`config.mk`:
```
export PLATFORM = sky130hd
export DESIGN_NAME = vga_sync_gen
export DESIGN_NICKNAME = d
export VERILOG_FILES = /design/src/rtl/vga_sync_gen.sv
export SDC_FILE = /design/constraint.sdc
export NUM_CORES = 1
export LEC_CHECK = 0
export ABC_AREA = 1
export CAP_MARGIN = 10
export CORE_MARGIN = 3
export CORE_UTILIZATION = 30
export CTS_CLUSTER_DIAMETER = 100
export DETAILED_ROUTE_END_ITERATION = 10
export PLACE_DENSITY = 0.61
export SKIP_LAST_GASP = 1
export SYNTH_ARGS = -nofsm -noshare
export SYNTH_HDL_FRONTEND = slang
export SYNTH_SLANG_ARGS = --single-unit
```
`constraint.sdc`:
```
create_clock -name clock_100Mhz -period 2.55 [get_ports clock_100Mhz]
set_input_delay 0.51 -clock clock_100Mhz [delete_from_list [all_inputs] [get_ports clock_100Mhz]]
set_output_delay 0.51 -clock clock_100Mhz [all_outputs]
set_load 0.02 [all_outputs]
```
`src/rtl/vga_sync_gen.sv`:
```
// vga_sync_gen: VGA timing generator. A clock divider produces a pixel
// clock-enable; horizontal and vertical counters walk the raster and the
// sync, in_screen and event pulses decode from them combinationally.
// Optional feature: define VGA_SYNC_GEN_FRAME_CTR_EN to add a 16-bit
// wrapping frame counter output (frame_cnt).
module vga_sync_gen #(
    parameter int CLK_DIV  = 2,
    parameter int H_ACTIVE = 800,
    parameter int H_FP     = 56,
    parameter int H_SYNC   = 120,
    parameter int H_BP     = 64,
    parameter int V_ACTIVE = 600,
    parameter int V_FP     = 37,
    parameter int V_SYNC   = 6,
    parameter int V_BP     = 23,
    parameter bit H_POL    = 1'b1,
    parameter bit V_POL    = 1'b1,
    localparam int H_TOTAL = H_ACTIVE + H_FP + H_SYNC + H_BP,
    localparam int V_TOTAL = V_ACTIVE + V_FP + V_SYNC + V_BP,
    localparam int HW      = $clog2(H_TOTAL),
    localparam int VW      = $clog2(V_TOTAL)
) (
    input  logic          clock_100Mhz,
    input  logic          rst,
    input  logic          en,
    output logic          pix_ce,
    output logic [HW-1:0] horctr,
    output logic [VW-1:0] verctr,
    output logic          horzsync,
    output logic          vertsync,
    output logic          in_screen,
    output logic          line_end,
    output logic          frame_end,
    output logic          vblank_start
`ifdef VGA_SYNC_GEN_FRAME_CTR_EN
    ,
    output logic [15:0]   frame_cnt
`endif
);

    // Divider width; a 1-bit divider that never leaves 0 covers CLK_DIV=1.
    localparam int DW = (CLK_DIV > 1) ? $clog2(CLK_DIV) : 1;

    localparam logic [DW-1:0] DIV_LAST   = DW'(CLK_DIV - 1);
    localparam logic [HW-1:0] H_LAST     = HW'(H_TOTAL - 1);
    localparam logic [VW-1:0] V_LAST     = VW'(V_TOTAL - 1);
    localparam logic [VW-1:0] V_ACT_LAST = VW'(V_ACTIVE - 1);
    localparam logic [HW-1:0] H_ACT      = HW'(H_ACTIVE);
    localparam logic [VW-1:0] V_ACT      = VW'(V_ACTIVE);

    // Sync windows compared one bit wider so an end bound equal to the
    // total (zero back porch) still fits.
    localparam logic [HW:0] H_SS = (HW+1)'(H_ACTIVE + H_FP);
    localparam logic [HW:0] H_SE = (HW+1)'(H_ACTIVE + H_FP + H_SYNC);
    localparam logic [VW:0] V_SS = (VW+1)'(V_ACTIVE + V_FP);
    localparam logic [VW:0] V_SE = (VW+1)'(V_ACTIVE + V_FP + V_SYNC);

    logic [DW-1:0] div_q, div_d;
    logic [HW-1:0] hor_q, hor_d;
    logic [VW-1:0] ver_q, ver_d;

    logic ce_raw;
    logic line_end_raw;
    logic frame_end_raw;
    logic vblank_raw;
    logic hs_active;
    logic vs_active;
    logic in_area;

    // Event decode from the counter registers (ungated by reset).
    always_comb begin
        ce_raw        = en && (div_q == DIV_LAST);
        line_end_raw  = ce_raw && (hor_q == H_LAST);
        frame_end_raw = line_end_raw && (ver_q == V_LAST);
        vblank_raw    = line_end_raw && (ver_q == V_ACT_LAST);
        hs_active     = ({1'b0, hor_q} >= H_SS) && ({1'b0, hor_q} < H_SE);
        vs_active     = ({1'b0, ver_q} >= V_SS) && ({1'b0, ver_q} < V_SE);
        in_area       = (hor_q < H_ACT) && (ver_q < V_ACT);
    end

    // Next-state for divider and raster counters; everything holds when en=0.
    always_comb begin
        // NOTE: every variable gets a default first so no path leaves it
        // unassigned, which would otherwise infer a latch.
        div_d = div_q;
        hor_d = hor_q;
        ver_d = ver_q;
        if (en) begin
            div_d = (div_q == DIV_LAST) ? '0 : div_q + DW'(1);
        end
        if (ce_raw) begin
            if (hor_q == H_LAST) begin
                hor_d = '0;
                ver_d = (ver_q == V_LAST) ? '0 : ver_q + VW'(1);
            end else begin
                hor_d = hor_q + HW'(1);
            end
        end
    end

    // Counter registers with synchronous reset that overrides en.
    always_ff @(posedge clock_100Mhz) begin
        // NOTE: non-blocking assignments so all registers update together
        // from values sampled before the edge.
        if (rst) begin
            div_q <= '0;
            hor_q <= '0;
            ver_q <= '0;
        end else begin
            div_q <= div_d;
            hor_q <= hor_d;
            ver_q <= ver_d;
        end
    end

    // Outputs forced to their idle values for the whole time rst is high.
    always_comb begin
        pix_ce       = !rst && ce_raw;
        line_end     = !rst && line_end_raw;
        frame_end    = !rst && frame_end_raw;
        vblank_start = !rst && vblank_raw;
        horctr       = rst ? '0 : hor_q;
        verctr       = rst ? '0 : ver_q;
        in_screen    = !rst && in_area;
        horzsync     = (!rst && hs_active) ? H_POL : !H_POL;
        vertsync     = (!rst && vs_active) ? V_POL : !V_POL;
    end

`ifdef VGA_SYNC_GEN_FRAME_CTR_EN
    logic [15:0] frame_cnt_q, frame_cnt_d;

    // Frame counter next value; wraps naturally from 0xFFFF to 0.
    always_comb begin
        frame_cnt_d = frame_end_raw ? frame_cnt_q + 16'd1 : frame_cnt_q;
    end

    // Frame counter register.
    always_ff @(posedge clock_100Mhz) begin
        if (rst) begin
            frame_cnt_q <= '0;
        end else begin
            frame_cnt_q <= frame_cnt_d;
        end
    end

    // Frame counter output, zero while in reset.
    always_comb begin
        frame_cnt = rst ? 16'd0 : frame_cnt_q;
    end
`endif

endmodule

```
Yosys cells after proc, flatten, opt, wreduce, memory -nomap -nowiden. Index checks and enable logic that the tools add are counted.

$add $sub $neg: 3. Magnitude comparators: 6. Equality and inequality tests: 3. Multiplexer cells: 7. Reductions and logical operators: 16.

Operator list (count): < comparator 11 x 10 -> 1 bit, second input constant (2); 2-to-1 mux 11 bit (2); equality test 10 bit, second input constant (2); < comparator 10 bit, second input constant (2); 2-to-1 mux 10 bit (2); logical AND 1 bit (14); adder 11 x 1 -> 11 bit, second input constant (1); equality test 11 bit, second input constant (1); >= comparator 11 x 10 -> 1 bit, second input constant (1); adder 10 x 1 -> 10 bit, second input constant (1); >= comparator 10 bit, second input constant (1); 2-to-1 mux 1 bit (3); AND reduction 2 bit (1); adder 1 bit, second input constant (1); zero test 1 bit (1).

Flip-flop bits (word level): 22. Logic and storage cells: 38.

Logic depth before layout (Yosys ltp).
Word-level depth: 4. Gate-level depth with buffers: 10.

Worst setup path before layout. Ideal clock, no wire load.

Path kind: input to output. From: input en. To: output vblank_start. Data arrival time: 1587 ps. Data required time: 2040 ps. Setup slack: 453 ps. Stages on the path: 4. Path buffers: 0. Cell sequence: nand2_2 -> nor2_1 -> nand2_2 -> nor3_1.

Word-level cells in the longest chain between the ends: 4.

RTL lines: start: declaration (RTL line 25) `input logic en,`; logical AND 1 bit (RTL line 72) `ce_raw = en && (div_q == DIV_LAST);`; logical AND 1 bit (RTL line 73) `line_end_raw = ce_raw && (hor_q == H_LAST);`; logical AND 1 bit (RTL line 75) `vblank_raw = line_end_raw && (ver_q == V_ACT_LAST);`; logical AND 1 bit (RTL line 121) `vblank_start = !rst && vblank_raw;`; end: declaration (RTL line 34) `output logic vblank_start`.

Every way passes these cells.

Worst setup path after layout.
From: input rst. To: output pix_ce.

Word-level cells in the longest chain between the ends: 2.

RTL lines: start: declaration (RTL line 24) `input logic rst,`; zero test 1 bit (RTL line 118) `pix_ce = !rst && ce_raw;`; logical AND 1 bit (RTL line 118); end: declaration (RTL line 26) `output logic pix_ce,`.

Every way passes these cells.

==> insert_results.sql <==
INSERT INTO impl_metrics (metric_group, metric, value, unit) VALUES
('run_status', 'run_status', 'finished clean', ''),
('floorplan', 'num_io_pins', '31', ''),
('grt', 'grt_use_total', '14.3', '%'),
('cells_and_area', 'drive_above_1_share', '11.4', '%'),
('grt', 'first_global_vias', '1602', ''),
('timing', 'report.final.setup_viol', '0', ''),
('detailed_routing', 'wire_per_inst', '11.5', 'µm'),
('pwr', 'cellLeakagePower', '1.30', 'nW'),
('placed_design', 'numPortBuffers', '30', ''),
('critical_path', 'timing.critical_path.to', 'pix_ce', ''),
('cells_and_area', 'syn_to_final_growth', '32.7', '%'),
('placed_design', 'gp_congestion', '0.893', ''),
('critical_path', 'worstSetupStartpointType', 'primary input', ''),
('detailed_routing', 'wl_met1', '2090', 'µm'),
('critical_path', 'r2r_slack', '1040', 'ps'),
('critical_path', 'critical_path.slowest_cell', 'sky130_fd_sc_hd__clkdlybuf4s50_1', ''),
('grt', 'globalRouteOverflowTotal', '0', ''),
('placed_design', 'dp_hpwl', '3310', 'µm'),
('cells_and_area', 'finish.net_count', '308', ''),
('timing', 'timing_hold_violations_final', '0', ''),
('synthesis', 'syn_area', '1620', 'µm²'),
('floorplan', 'floorplan.initialDensity', '31.3', '%'),
('timing', 'timing.clock.skew', '2.81', 'ps'),
('pwr', 'ir_drop', '0.000153', 'V'),
('critical_path', 'timing.critical_path.slowest_cell_delay', '590', 'ps'),
('critical_path', 'cp-end-kind', 'primary output', ''),
('detailed_routing', 'drtAntennaViolNets', '0', ''),
('critical_path', 'timing.critical_path.buf_inv', '3', ''),
('grt', 'antenna_violations_before_repair', '0', ''),
('critical_path', 'rr_worst_depth', '8', ''),
('clock_network', 'htree_num_levels', '1', ''),
('synthesis', 'synthesis.yosys.warnings', '0', ''),
('synthesis', 'synthCells', '262', ''),
('cells_and_area', 'post_route_design_area', '2150', 'µm²'),
('placed_design', 'dpl-instance-area', '2050', 'µm²'),
('cells_and_area', 'finalCoreUtilization', '41.6', '%'),
('clock_network', 'cts_hold_buf', '0', ''),
('detailed_routing', 'detailedRoute.firstIterationViolations', '106', ''),
('floorplan', 'std_cell_rows', '26', ''),
('critical_path', 'r2r-start', 'hor_q[1]', ''),
('grt', 'grt_first_pass_wirelength', '7310', 'µm'),
('floorplan', 'die-width', '79.5', 'µm'),
('pwr', 'powerDensity', '305', 'nW/µm²'),
('timing', 'setup_slack', '69.0', 'ps'),
('clock_network', 'postCtsSetupRepairBufs', '0', ''),
('clock_network', 'cts_tree', 'done', ''),
('timing', 'unrepaired_setup_endpoints_after_global_routing', 'no', ''),
('floorplan', 'die_ht', '79.5', 'µm'),
('synthesis', 'avgSynthCellArea', '6.19', 'µm²'),
('cells_and_area', 'antenna_cells_inserted', '0', ''),
('clock_network', 'number_of_buffers_created_by_cts', '3', ''),
('clock_network', 'max-clock-path-buffers', '2', ''),
('worst_hold_path', 'holdCritPathClass', 'flop to flop', ''),
('timing', 'max_slew.worst_pin.slew', '319', 'ps'),
('detailed_routing', 'post-route-drc-count', '0', ''),
('synthesis', 'post_synthesis_register_bit_count', '22', ''),
('clock_network', 'cts_num_sinks', '22', ''),
('critical_path', 'crit_cells', '4', ''),
('cells_and_area', 'highest_count_cells_in_the_layout_ignoring_fill_and_taps', 'sky130_fd_sc_hd__nor2_1 (56), sky130_fd_sc_hd__nand2_1 (56), sky130_fd_sc_hd__inv_1 (37), sky130_fd_sc_hd__dfxtp_1 (22)', ''),
('timing', 'max_slew_margin', '78.6', '%'),
('flow_run', 'maxCapViolCount', '0', ''),
('critical_path', 'rr_endpoint', 'ver_q[9]', ''),
('detailed_routing', 'met3WireLength', '162', 'µm'),
('critical_path', 'critPathArrivalTime', '1970', 'ps'),
('detailed_routing', 'dr_total_vias', '1699', ''),
('detailed_routing', 'avgViaCountPerCell', '4.60', ''),
('critical_path', 'timing.critical_path.max_delay_family', 'buffers and inverters', ''),
('floorplan', 'design.die.area', '6320', 'µm²'),
('synthesis', 'synth_largest_area_cell', 'sky130_fd_sc_hd__dfxtp_1', ''),
('timing', 'final.setup.tns', '0', 'ps'),
('synthesis', 'synth.yosys.seq_area_share', '27.2', '%');
where the power goes:
part	internal [mW]	switching (mW)
Combinational	0.0162	0.0310
Sequential	0.346	0.00174
Clock	0.138	0.125
Total	0.500	0.158
layer usage:
layer  global-route usage (%)  vias to the layer above
met1                     20.3                      770
met4                     4.12                        0
met2                     22.2                       35
met5                        0                        -
li1                         -                      892
met3                     2.14                        2
flip-flops by register name, summed over array words and instances, names as in the netlist:
name,count
ver_q,10
div_q,1
hor_q,11
cells by family (layout without fill, tap and decap cells):
| kind of cell | Yosys count | count (layout) | share of synthesized area [%] |
|---|---|---|---|
| buf+inv | 48 | 85 | 11.6 |
| flops | 22 | 22 | 27.2 |
| xor+xnor | 8 | 8 | 4.32 |
| simple gates | 160 | 160 | 46.1 |
| compound gates | 19 | 19 | 7.02 |
| fa+ha+maj | 5 | 5 | 3.86 |
final cells by class:
cell class              count  area [µm²]
clock buffers               4        55.1
fillers                   571        3020
multi-input cells         192         998
well taps                  70        87.6
inverters                  41         155
flip-flops and latches     22         440
repair buffers             40         415
worst min-delay path by stage:
stage	start	end	slack, ps	depth (start not counted)
floorplan	hor_q[0]	hor_q[0]	460	2
detailed placement	hor_q[0]	hor_q[0]	480	2
global route	hor_q[0]	hor_q[0]	510	2
CTS	hor_q[0]	hor_q[0]	490	2
global placement	hor_q[0]	hor_q[0]	470	2
finish	hor_q[0]	hor_q[0]	490	2
repair_timing:
action	in CTS	in global routing
setup endpoints to repair	6	20
endpoints found under the hold margin	0	0
gates resized for setup	7	20
stage by stage:
stage | instances | total power [mW]
4_1_cts | 369 | 0.667
6_report | 369 | 0.657
3_5_place_dp | 365 | 0.404
5_1_grt | 369 | 0.682
2_1_floorplan | 262 | 0.383
3_3_place_gp | 365 | 0.403
worst register-to-register path: stages, from the launching register on:
cell                      delay, ps
sky130_fd_sc_hd__dfxtp_1        370
sky130_fd_sc_hd__ha_1           220
sky130_fd_sc_hd__nand3_4        150
sky130_fd_sc_hd__nor2_4         180
sky130_fd_sc_hd__nand3_4        130
sky130_fd_sc_hd__nand2_4        150
sky130_fd_sc_hd__nand2_4         90
sky130_fd_sc_hd__nand2_1         80
sky130_fd_sc_hd__nor2_1          30
synth_stat cells:
master / count
sky130_fd_sc_hd__a21oi_1: 7
sky130_fd_sc_hd__xor2_1: 8
sky130_fd_sc_hd__o21bai_1: 1
sky130_fd_sc_hd__inv_2: 3
sky130_fd_sc_hd__nand4_1: 10
sky130_fd_sc_hd__nand2_2: 2
sky130_fd_sc_hd__nor2_1: 58
sky130_fd_sc_hd__nand2_1: 56
sky130_fd_sc_hd__nand3_4: 2
sky130_fd_sc_hd__nand3_2: 1
sky130_fd_sc_hd__nor2_2: 2
sky130_fd_sc_hd__a31oi_1: 1
sky130_fd_sc_hd__inv_1: 37
sky130_fd_sc_hd__clkinv_2: 1
sky130_fd_sc_hd__buf_2: 5
sky130_fd_sc_hd__nor3_2: 1
sky130_fd_sc_hd__a21boi_0: 1
sky130_fd_sc_hd__o21ai_0: 1
sky130_fd_sc_hd__nand3_1: 19
sky130_fd_sc_hd__ha_1: 5
sky130_fd_sc_hd__o211ai_1: 2
sky130_fd_sc_hd__nand2_4: 2
sky130_fd_sc_hd__nor2_4: 2
sky130_fd_sc_hd__clkbuf_1: 2
sky130_fd_sc_hd__dfxtp_1: 22
sky130_fd_sc_hd__nor3_4: 1
sky130_fd_sc_hd__o22ai_1: 1
sky130_fd_sc_hd__nor3_1: 4
sky130_fd_sc_hd__o21ai_1: 4
sky130_fd_sc_hd__o21bai_2: 1
Note: power is estimated with default switching activity, not from simulation.
